[src/rtl/ysyx_22040088_mem_pkg.sv]
// Shared types and widths for the data-memory arbiter.
package ysyx_22040088_mem_pkg;

  localparam int XLEN   = 64;
  localparam int ILEN   = 32;
  localparam int MASK_W = 8;

  typedef enum logic [1:0] {
    IDLE = 2'd0,
    REQ  = 2'd1,
    WAIT = 2'd2
  } state_e;

  typedef enum logic {
    OWN_LSU = 1'b0,
    OWN_IFU = 1'b1
  } owner_e;

endpackage

[src/rtl/ysyx_22040088_mem_arb_if.sv]
// Requester and memory handshake bundle around the arbiter.
interface ysyx_22040088_mem_arb_if;
  import ysyx_22040088_mem_pkg::*;

  logic              ifu_req_valid;
  logic              ifu_req_ready;
  logic [XLEN-1:0]   ifu_addr;
  logic              ifu_flush;
  logic              ifu_resp_valid;
  logic [ILEN-1:0]   ifu_rdata;

  logic              lsu_req_valid;
  logic              lsu_req_ready;
  logic              lsu_wen;
  logic [XLEN-1:0]   lsu_addr;
  logic [XLEN-1:0]   lsu_wdata;
  logic [MASK_W-1:0] lsu_wmask;
  logic              lsu_resp_valid;
  logic [XLEN-1:0]   lsu_rdata;

  logic              mem_req_valid;
  logic              mem_req_ready;
  logic              mem_wen;
  logic [XLEN-1:0]   mem_addr;
  logic [XLEN-1:0]   mem_wdata;
  logic [MASK_W-1:0] mem_wmask;
  logic              mem_resp_valid;
  logic [XLEN-1:0]   mem_rdata;

  // Arbiter view.
  modport slave (
    input  ifu_req_valid, ifu_addr, ifu_flush,
    output ifu_req_ready, ifu_resp_valid, ifu_rdata,
    input  lsu_req_valid, lsu_wen, lsu_addr, lsu_wdata, lsu_wmask,
    output lsu_req_ready, lsu_resp_valid, lsu_rdata,
    output mem_req_valid, mem_wen, mem_addr, mem_wdata, mem_wmask,
    input  mem_req_ready, mem_resp_valid, mem_rdata
  );

  // Environment view: requesters plus memory.
  modport master (
    output ifu_req_valid, ifu_addr, ifu_flush,
    input  ifu_req_ready, ifu_resp_valid, ifu_rdata,
    output lsu_req_valid, lsu_wen, lsu_addr, lsu_wdata, lsu_wmask,
    input  lsu_req_ready, lsu_resp_valid, lsu_rdata,
    input  mem_req_valid, mem_wen, mem_addr, mem_wdata, mem_wmask,
    output mem_req_ready, mem_resp_valid, mem_rdata
  );

endinterface

[src/rtl/ysyx_22040088_arb_prio.sv]
// Grant decision for the arbiter: LSU first, IFU forced through after
// STARVE_LIM consecutive LSU grants while it was waiting.
module ysyx_22040088_arb_prio
  import ysyx_22040088_mem_pkg::*;
#(
  parameter int STARVE_LIM = 4
) (
  input  logic clk,
  input  logic rst,
  input  logic idle_i,
  input  logic ifu_valid_i,
  input  logic lsu_valid_i,
  input  logic ifu_flush_i,
  output logic ifu_grant_o,
  output logic lsu_grant_o
);

  localparam int CNT_W = (STARVE_LIM < 1) ? 1 : $clog2(STARVE_LIM + 1);
  localparam logic [CNT_W-1:0] LIM = CNT_W'(STARVE_LIM);

  logic [CNT_W-1:0] starve_cnt_q, starve_cnt_d;
  logic             below_lim;
  logic             lsu_wins;

  // A flushing IFU that won arbitration blocks the cycle rather than handing it to LSU.
  always_comb begin
    below_lim    = (starve_cnt_q < LIM);
    lsu_wins     = lsu_valid_i && (below_lim || !ifu_valid_i);
    lsu_grant_o  = idle_i && lsu_wins;
    ifu_grant_o  = idle_i && ifu_valid_i && !lsu_wins && !ifu_flush_i;
    starve_cnt_d = starve_cnt_q;
    if (ifu_grant_o) begin
      starve_cnt_d = '0;
    end else if (lsu_grant_o && ifu_valid_i && below_lim) begin
      starve_cnt_d = starve_cnt_q + CNT_W'(1);
    end
  end

  always_ff @(posedge clk or posedge rst) begin
    if (rst) begin
      starve_cnt_q <= '0;
    end else begin
      starve_cnt_q <= starve_cnt_d;
    end
  end

endmodule

[src/rtl/ysyx_22040088_mem_arb.sv]
// Shares one data-memory port between IFU and LSU: one outstanding request,
// response routed back to its owner, fetch responses dropped after a flush.
module ysyx_22040088_mem_arb
  import ysyx_22040088_mem_pkg::*;
#(
  parameter int STARVE_LIM = 4
) (
  input  logic                   clk,
  input  logic                   rst,
  ysyx_22040088_mem_arb_if.slave bus_io
);

  state_e            state_q, state_d;
  owner_e            owner_q, owner_d;
  logic              drop_q, drop_d;
  logic              addr2_q, addr2_d;
  logic              wen_q, wen_d;
  logic [XLEN-1:0]   addr_q, addr_d;
  logic [XLEN-1:0]   wdata_q, wdata_d;
  logic [MASK_W-1:0] wmask_q, wmask_d;
  logic              ifu_ready, lsu_ready;
  logic              flush_hit;
  logic              unused_addr_bits;

  ysyx_22040088_arb_prio #(
    .STARVE_LIM(STARVE_LIM)
  ) u_prio (
    .clk        (clk),
    .rst        (rst),
    .idle_i     (state_q == IDLE),
    .ifu_valid_i(bus_io.ifu_req_valid),
    .lsu_valid_i(bus_io.lsu_req_valid),
    .ifu_flush_i(bus_io.ifu_flush),
    .ifu_grant_o(ifu_ready),
    .lsu_grant_o(lsu_ready)
  );

  assign bus_io.ifu_req_ready = ifu_ready;
  assign bus_io.lsu_req_ready = lsu_ready;
  assign bus_io.mem_req_valid = (state_q == REQ);
  assign bus_io.mem_wen       = wen_q;
  assign bus_io.mem_addr      = addr_q;
  assign bus_io.mem_wdata     = wdata_q;
  assign bus_io.mem_wmask     = wmask_q;
  assign flush_hit            = bus_io.ifu_flush && (owner_q == OWN_IFU);
  assign unused_addr_bits     = ^bus_io.ifu_addr[1:0];

  // Fetches read the whole aligned doubleword; addr2 picks the half on return.
  always_comb begin
    state_d = state_q;
    owner_d = owner_q;
    drop_d  = drop_q;
    addr2_d = addr2_q;
    wen_d   = wen_q;
    addr_d  = addr_q;
    wdata_d = wdata_q;
    wmask_d = wmask_q;
    bus_io.ifu_resp_valid = 1'b0;
    bus_io.ifu_rdata      = '0;
    bus_io.lsu_resp_valid = 1'b0;
    bus_io.lsu_rdata      = '0;
    unique case (state_q)
      IDLE: begin
        if (lsu_ready) begin
          state_d = REQ;
          owner_d = OWN_LSU;
          drop_d  = 1'b0;
          wen_d   = bus_io.lsu_wen;
          addr_d  = bus_io.lsu_addr;
          wdata_d = bus_io.lsu_wdata;
          wmask_d = bus_io.lsu_wmask;
        end else if (ifu_ready) begin
          state_d = REQ;
          owner_d = OWN_IFU;
          drop_d  = 1'b0;
          addr2_d = bus_io.ifu_addr[2];
          wen_d   = 1'b0;
          addr_d  = {bus_io.ifu_addr[XLEN-1:3], 3'b000};
          wdata_d = '0;
          wmask_d = '0;
        end
      end
      REQ: begin
        if (flush_hit) drop_d = 1'b1;
        if (bus_io.mem_req_ready) state_d = WAIT;
      end
      WAIT: begin
        if (flush_hit) drop_d = 1'b1;
        if (bus_io.mem_resp_valid) begin
          state_d = IDLE;
          drop_d  = 1'b0;
          if (owner_q == OWN_LSU) begin
            bus_io.lsu_resp_valid = 1'b1;
            bus_io.lsu_rdata      = bus_io.mem_rdata;
          end else begin
            bus_io.ifu_resp_valid = !(drop_q || bus_io.ifu_flush);
            bus_io.ifu_rdata      = addr2_q ? bus_io.mem_rdata[XLEN-1:ILEN]
                                            : bus_io.mem_rdata[ILEN-1:0];
          end
        end
      end
      default: state_d = IDLE;
    endcase
  end

  always_ff @(posedge clk or posedge rst) begin
    if (rst) begin
      state_q <= IDLE;
      owner_q <= OWN_LSU;
      drop_q  <= 1'b0;
      addr2_q <= 1'b0;
      wen_q   <= 1'b0;
      addr_q  <= '0;
      wdata_q <= '0;
      wmask_q <= '0;
    end else begin
      state_q <= state_d;
      owner_q <= owner_d;
      drop_q  <= drop_d;
      addr2_q <= addr2_d;
      wen_q   <= wen_d;
      addr_q  <= addr_d;
      wdata_q <= wdata_d;
      wmask_q <= wmask_d;
    end
  end

endmodule

[src/flat_wrapper.sv]
// flat-port wrapper written by rule: the top's interface ports become plain ports
module ysyx_22040088_mem_arb_flat import ysyx_22040088_mem_pkg::*;
#(
  parameter int STARVE_LIM = 4
)
  (clk, rst, bus_io_ifu_req_valid, bus_io_ifu_addr, bus_io_ifu_flush, bus_io_ifu_req_ready, bus_io_ifu_resp_valid, bus_io_ifu_rdata, bus_io_lsu_req_valid, bus_io_lsu_wen, bus_io_lsu_addr, bus_io_lsu_wdata, bus_io_lsu_wmask, bus_io_lsu_req_ready, bus_io_lsu_resp_valid, bus_io_lsu_rdata, bus_io_mem_req_valid, bus_io_mem_wen, bus_io_mem_addr, bus_io_mem_wdata, bus_io_mem_wmask, bus_io_mem_req_ready, bus_io_mem_resp_valid, bus_io_mem_rdata);
  ysyx_22040088_mem_arb_if bus_io_i ();
  input  logic clk;
  input  logic rst;
  input wire logic [$bits(bus_io_i.ifu_req_valid)-1:0] bus_io_ifu_req_valid;
  input wire logic [$bits(bus_io_i.ifu_addr)-1:0] bus_io_ifu_addr;
  input wire logic [$bits(bus_io_i.ifu_flush)-1:0] bus_io_ifu_flush;
  output wire logic [$bits(bus_io_i.ifu_req_ready)-1:0] bus_io_ifu_req_ready;
  output wire logic [$bits(bus_io_i.ifu_resp_valid)-1:0] bus_io_ifu_resp_valid;
  output wire logic [$bits(bus_io_i.ifu_rdata)-1:0] bus_io_ifu_rdata;
  input wire logic [$bits(bus_io_i.lsu_req_valid)-1:0] bus_io_lsu_req_valid;
  input wire logic [$bits(bus_io_i.lsu_wen)-1:0] bus_io_lsu_wen;
  input wire logic [$bits(bus_io_i.lsu_addr)-1:0] bus_io_lsu_addr;
  input wire logic [$bits(bus_io_i.lsu_wdata)-1:0] bus_io_lsu_wdata;
  input wire logic [$bits(bus_io_i.lsu_wmask)-1:0] bus_io_lsu_wmask;
  output wire logic [$bits(bus_io_i.lsu_req_ready)-1:0] bus_io_lsu_req_ready;
  output wire logic [$bits(bus_io_i.lsu_resp_valid)-1:0] bus_io_lsu_resp_valid;
  output wire logic [$bits(bus_io_i.lsu_rdata)-1:0] bus_io_lsu_rdata;
  output wire logic [$bits(bus_io_i.mem_req_valid)-1:0] bus_io_mem_req_valid;
  output wire logic [$bits(bus_io_i.mem_wen)-1:0] bus_io_mem_wen;
  output wire logic [$bits(bus_io_i.mem_addr)-1:0] bus_io_mem_addr;
  output wire logic [$bits(bus_io_i.mem_wdata)-1:0] bus_io_mem_wdata;
  output wire logic [$bits(bus_io_i.mem_wmask)-1:0] bus_io_mem_wmask;
  input wire logic [$bits(bus_io_i.mem_req_ready)-1:0] bus_io_mem_req_ready;
  input wire logic [$bits(bus_io_i.mem_resp_valid)-1:0] bus_io_mem_resp_valid;
  input wire logic [$bits(bus_io_i.mem_rdata)-1:0] bus_io_mem_rdata;
  assign bus_io_i.ifu_req_valid = bus_io_ifu_req_valid;
  assign bus_io_i.ifu_addr = bus_io_ifu_addr;
  assign bus_io_i.ifu_flush = bus_io_ifu_flush;
  assign bus_io_ifu_req_ready = bus_io_i.ifu_req_ready;
  assign bus_io_ifu_resp_valid = bus_io_i.ifu_resp_valid;
  assign bus_io_ifu_rdata = bus_io_i.ifu_rdata;
  assign bus_io_i.lsu_req_valid = bus_io_lsu_req_valid;
  assign bus_io_i.lsu_wen = bus_io_lsu_wen;
  assign bus_io_i.lsu_addr = bus_io_lsu_addr;
  assign bus_io_i.lsu_wdata = bus_io_lsu_wdata;
  assign bus_io_i.lsu_wmask = bus_io_lsu_wmask;
  assign bus_io_lsu_req_ready = bus_io_i.lsu_req_ready;
  assign bus_io_lsu_resp_valid = bus_io_i.lsu_resp_valid;
  assign bus_io_lsu_rdata = bus_io_i.lsu_rdata;
  assign bus_io_mem_req_valid = bus_io_i.mem_req_valid;
  assign bus_io_mem_wen = bus_io_i.mem_wen;
  assign bus_io_mem_addr = bus_io_i.mem_addr;
  assign bus_io_mem_wdata = bus_io_i.mem_wdata;
  assign bus_io_mem_wmask = bus_io_i.mem_wmask;
  assign bus_io_i.mem_req_ready = bus_io_mem_req_ready;
  assign bus_io_i.mem_resp_valid = bus_io_mem_resp_valid;
  assign bus_io_i.mem_rdata = bus_io_mem_rdata;
  ysyx_22040088_mem_arb #(.STARVE_LIM(STARVE_LIM)) u_core (.clk(clk), .rst(rst), .bus_io(bus_io_i));
endmodule
[config.mk]
export PLATFORM = sky130hd
export DESIGN_NAME = ysyx_22040088_mem_arb_flat
export DESIGN_NICKNAME = d
export VERILOG_FILES = /design/src/rtl/ysyx_22040088_mem_pkg.sv /design/src/rtl/ysyx_22040088_mem_arb_if.sv /design/src/rtl/ysyx_22040088_arb_prio.sv /design/src/rtl/ysyx_22040088_mem_arb.sv /design/src/flat_wrapper.sv
export SDC_FILE = /design/constraint.sdc
export NUM_CORES = 1
export LEC_CHECK = 0
export ABC_AREA = 0
export CAP_MARGIN = 5
export CORE_AREA = 2 2 196 198
export CTS_BUF_LIST = sky130_fd_sc_hd__clkbuf_8
export DETAILED_ROUTE_END_ITERATION = 8
export DIE_AREA = 0 0 198 200
export DONT_BUFFER_PORTS = 1
export SYNTH_ARGS = -nofsm -noshare
export SYNTH_HDL_FRONTEND = slang
export SYNTH_SLANG_ARGS = --single-unit
export TNS_END_PERCENT = 30
[constraint.sdc]
create_clock -name clk -period 6.8 [get_ports clk]
set_clock_uncertainty 0.2 [all_clocks]
set_input_delay 0.68 -clock clk [delete_from_list [all_inputs] [get_ports clk]]
set_output_delay 0.68 -clock clk [all_outputs]
set_load 0.02 [all_outputs]
==> reports/results.ini <==
[synthesis]
ys_seq_elements=145
synthDistinctLibCells=34
netlist_instances=622
netlist_top_cells_area=dfrtp_1 53%, mux2i_1 13%, a22o_1 9.7%
yosysTopAreaCellShare_pct=52.7
yosysWarnings=0
synth_area_mm2=0.00689
yosysSeqAreaShare_pct=52.7
yosys.area.top_type=dfrtp_1
syn_nets=900
syn_avg_cell_area_um2=11.1

[global_routing]
grt_pass1_vias=4635
grt_max_degree=81
antenna_found_initial=5
grt_pass1_wl_um=30400
grt_usage_pct=10.9
grt-ovfl-total=0

[timing]
worstMarginPinSlew_ns=1.23
slew_headroom_pct=17.6
setup_tns_ns=0
rsz0062_at_grt=no
fmax_ghz=0.263
finalHoldViolations=0
maxSlewViolCount=0
fin_crit_sh_pct=56.0
fin_crit_ns=3.81
setup_viol=0

[clock_network]
cts_tree=done
htree_levels=4
path_clk_slew_ns=0.11
worstSkewPairLatency_ns=0.45
cts_buffers=17
cts_setup_buffers=0
clk_path_buf_depth=2
cts-root-buf=clkbuf_8
cts_sinks=145

[power_and_ir_drop]
vdd_drop_max_mv=0.172
power_density_mw_per_mm2=494
p_leak_nw=3.67

[critical_path]
slowest_stage=nor3_1
worstPathCellList=inv_1 > ha_1 > nand3_1 > nor3_1
worstPathMaxFanout=33
cp-end-kind=output pin
max_stage_delay_ns=0.90
startpoint_type=flop
crit_arrival_ns=2.93
path_class=flop to output pin
crit_family=simple AND/OR/NAND/NOR gates
cp.required_ns=5.92
path_buf_inv=1

[placed_design]
placed_cell_area_mm2=0.00731
routabilityCongestion=0.820
hpwl_um=18100
port_buffers=0

[finish]
multi_input_area_mm2=0.00296
fill_cells=4058
final_area_mm2=0.00768
syn_to_final_growth_pct=11.5
seq_area_mm2=0.00363
drive_gt1_share_pct=7.20
fin_nets=876

[die]
num_rows=71
coreArea_mm2=0.0374
die_height_um=200
die_w_um=198
ios=510
floorplan.initialDensity_pct=18.4
die_area_mm2=0.0396

[routing]
drtIter0Drc=216
first_pass_iters=5
routedWlPerCell_um=20.5
avgViaCountPerCell=4.31
antenna_left=0
wl_um=23200
drc=0
via_count=4859

[run_status]
status=finished, final reports clean

[job]
maxCapViolCount=0

[min_path]
holdCritPathClass=input pin to flop

worst paths after layout:
| path | cells past startpoint | endpoint | startpoint | slack [ns] |
|---|---|---|---|---|
| hold / removal | 1 | u_core.bus_io.mem_wdata[3] | bus_io_lsu_wdata[3] | 0.14 |
| min in group asynchronous | 2 | u_core.bus_io.mem_wdata[5] | rst | 0.64 |
| setup reg to reg | 7 | u_core.bus_io.mem_wdata[60] | u_core.state_q[0] | 3.85 |
| max in group asynchronous | 3 | u_core.bus_io.mem_addr[46] | rst | 4.32 |
| setup / recovery | 4 | bus_io_ifu_resp_valid | u_core.state_q[0] | 2.99 |
| hold reg to reg | 2 | u_core.u_prio.starve_cnt_q[1] | u_core.u_prio.starve_cnt_q[1] | 0.34 |
sequential cells by signal, summed over array words and instances (netlist names):
name	count
u_core.addr2_q	1
u_core.bus_io.mem_addr	64
u_core.bus_io.mem_wdata	64
u_core.bus_io.mem_wen	1
u_core.bus_io.mem_wmask	8
u_core.drop_q	1
u_core.owner_q	1
u_core.state_q	2
u_core.u_prio.starve_cnt_q	3
layout make-up:
class / count / share of cell area [%]
multi-input combinational: 420 / 38.5
clock inverter: 14 / 1.35
sequential: 145 / 47.2
inverter: 6 / 0.358
antenna: 6 / 0.195
clock buffer: 18 / 3.22
tap: 511 / 8.32
timing repair buffer: 8 / 0.814
cell usage in the layout, fill, tap and decap left out, types with 6 or more instances in the layout:
cell type / instances
and2_1: 64
nor2_1: 35
diode_2: 6
inv_1: 8
buf_4: 7
mux2i_1: 91
nand2_1: 61
ha_1: 6
o21ai_1: 59
a22o_1: 76
dfrtp_1: 144
clkbuf_8: 18
cells by family (layout without fill, tap and decap cells):
group           after synthesis  after routing  synth area share (%)
compound gates              145            145                  15.4
xor+xnor                      1              1                 0.127
fa+ha+maj                     6              6                  1.09
buf+inv                      57             46                  4.56
flops                       145            145                  52.7
mux                          93             93                  13.5
other cells                   0              6                     0
simple gates                175            175                  12.6
per-layer routing:
| layer | global-route usage (%) | vias up | part of all wire (%) |
|---|---|---|---|
| met5 | 0 | - | 0.056 |
| met4 | 5.85 | 2 | 3.6 |
| met3 | 3.46 | 29 | 7.4 |
| met2 | 20.1 | 331 | 53 |
| met1 | 10.9 | 2369 | 36 |
| li1 | - | 2128 | - |
synthesized netlist by cell type:
cell type	n
nor3_1	2
dfrtp_1	145
clkbuf_1	16
xor2_1	1
o221ai_1	1
o21ai_4	1
and3_1	1
nand2b_1	1
ha_1	6
buf_2	17
nor3b_4	1
a21boi_4	1
and2_1	64
nand2_4	1
nand2_1	61
inv_2	1
mux2i_1	91
a2bb2oi_1	1
inv_1	5
a21oi_1	1
o21ai_1	59
nor3b_1	2
nor2b_1	2
a22o_1	76
buf_6	3
o32a_1	1
nand3_1	3
a21o_1	1
mux2_1	2
a31oi_1	1
and2b_4	1
buf_4	15
nor2_1	36
a222oi_1	2
what timing repair did:
| item | CTS | global route |
|---|---|---|
| endpoints found under the hold margin | 71 | 0 |
| hold buffers | 1 | 0 |
| resized for setup | 0 | 0 |
stage by stage:
step / utilization [%] / hold WS, ns / worst slack (ns) / total power [W] / cells
floorplan: - / 0.287 / 2.03 / 0.00295 / 622
global placement: 19.5 / 0.329 / 3.58 / 0.00316 / 1089
detailed placement: 19.5 / 0.333 / 3.46 / 0.00320 / 1089
CTS: 20.5 / 0.0744 / 2.91 / 0.00385 / 1122
global route: 20.5 / 0.0818 / 2.73 / 0.00404 / 1128
finish: 20.5 / 0.136 / 2.99 / 0.00379 / 1128
power breakdown:
group	leakage, nW	total (W)	internal (W)	switching, W
combinational	1.67	0.00108	0.000475	0.000602
clock	0.185	0.000633	0.000290	0.000343
sequential	1.82	0.00208	0.00126	0.000828
total	3.67	0.00379	0.00202	0.00177
Power figures use the tool's default switching activity.
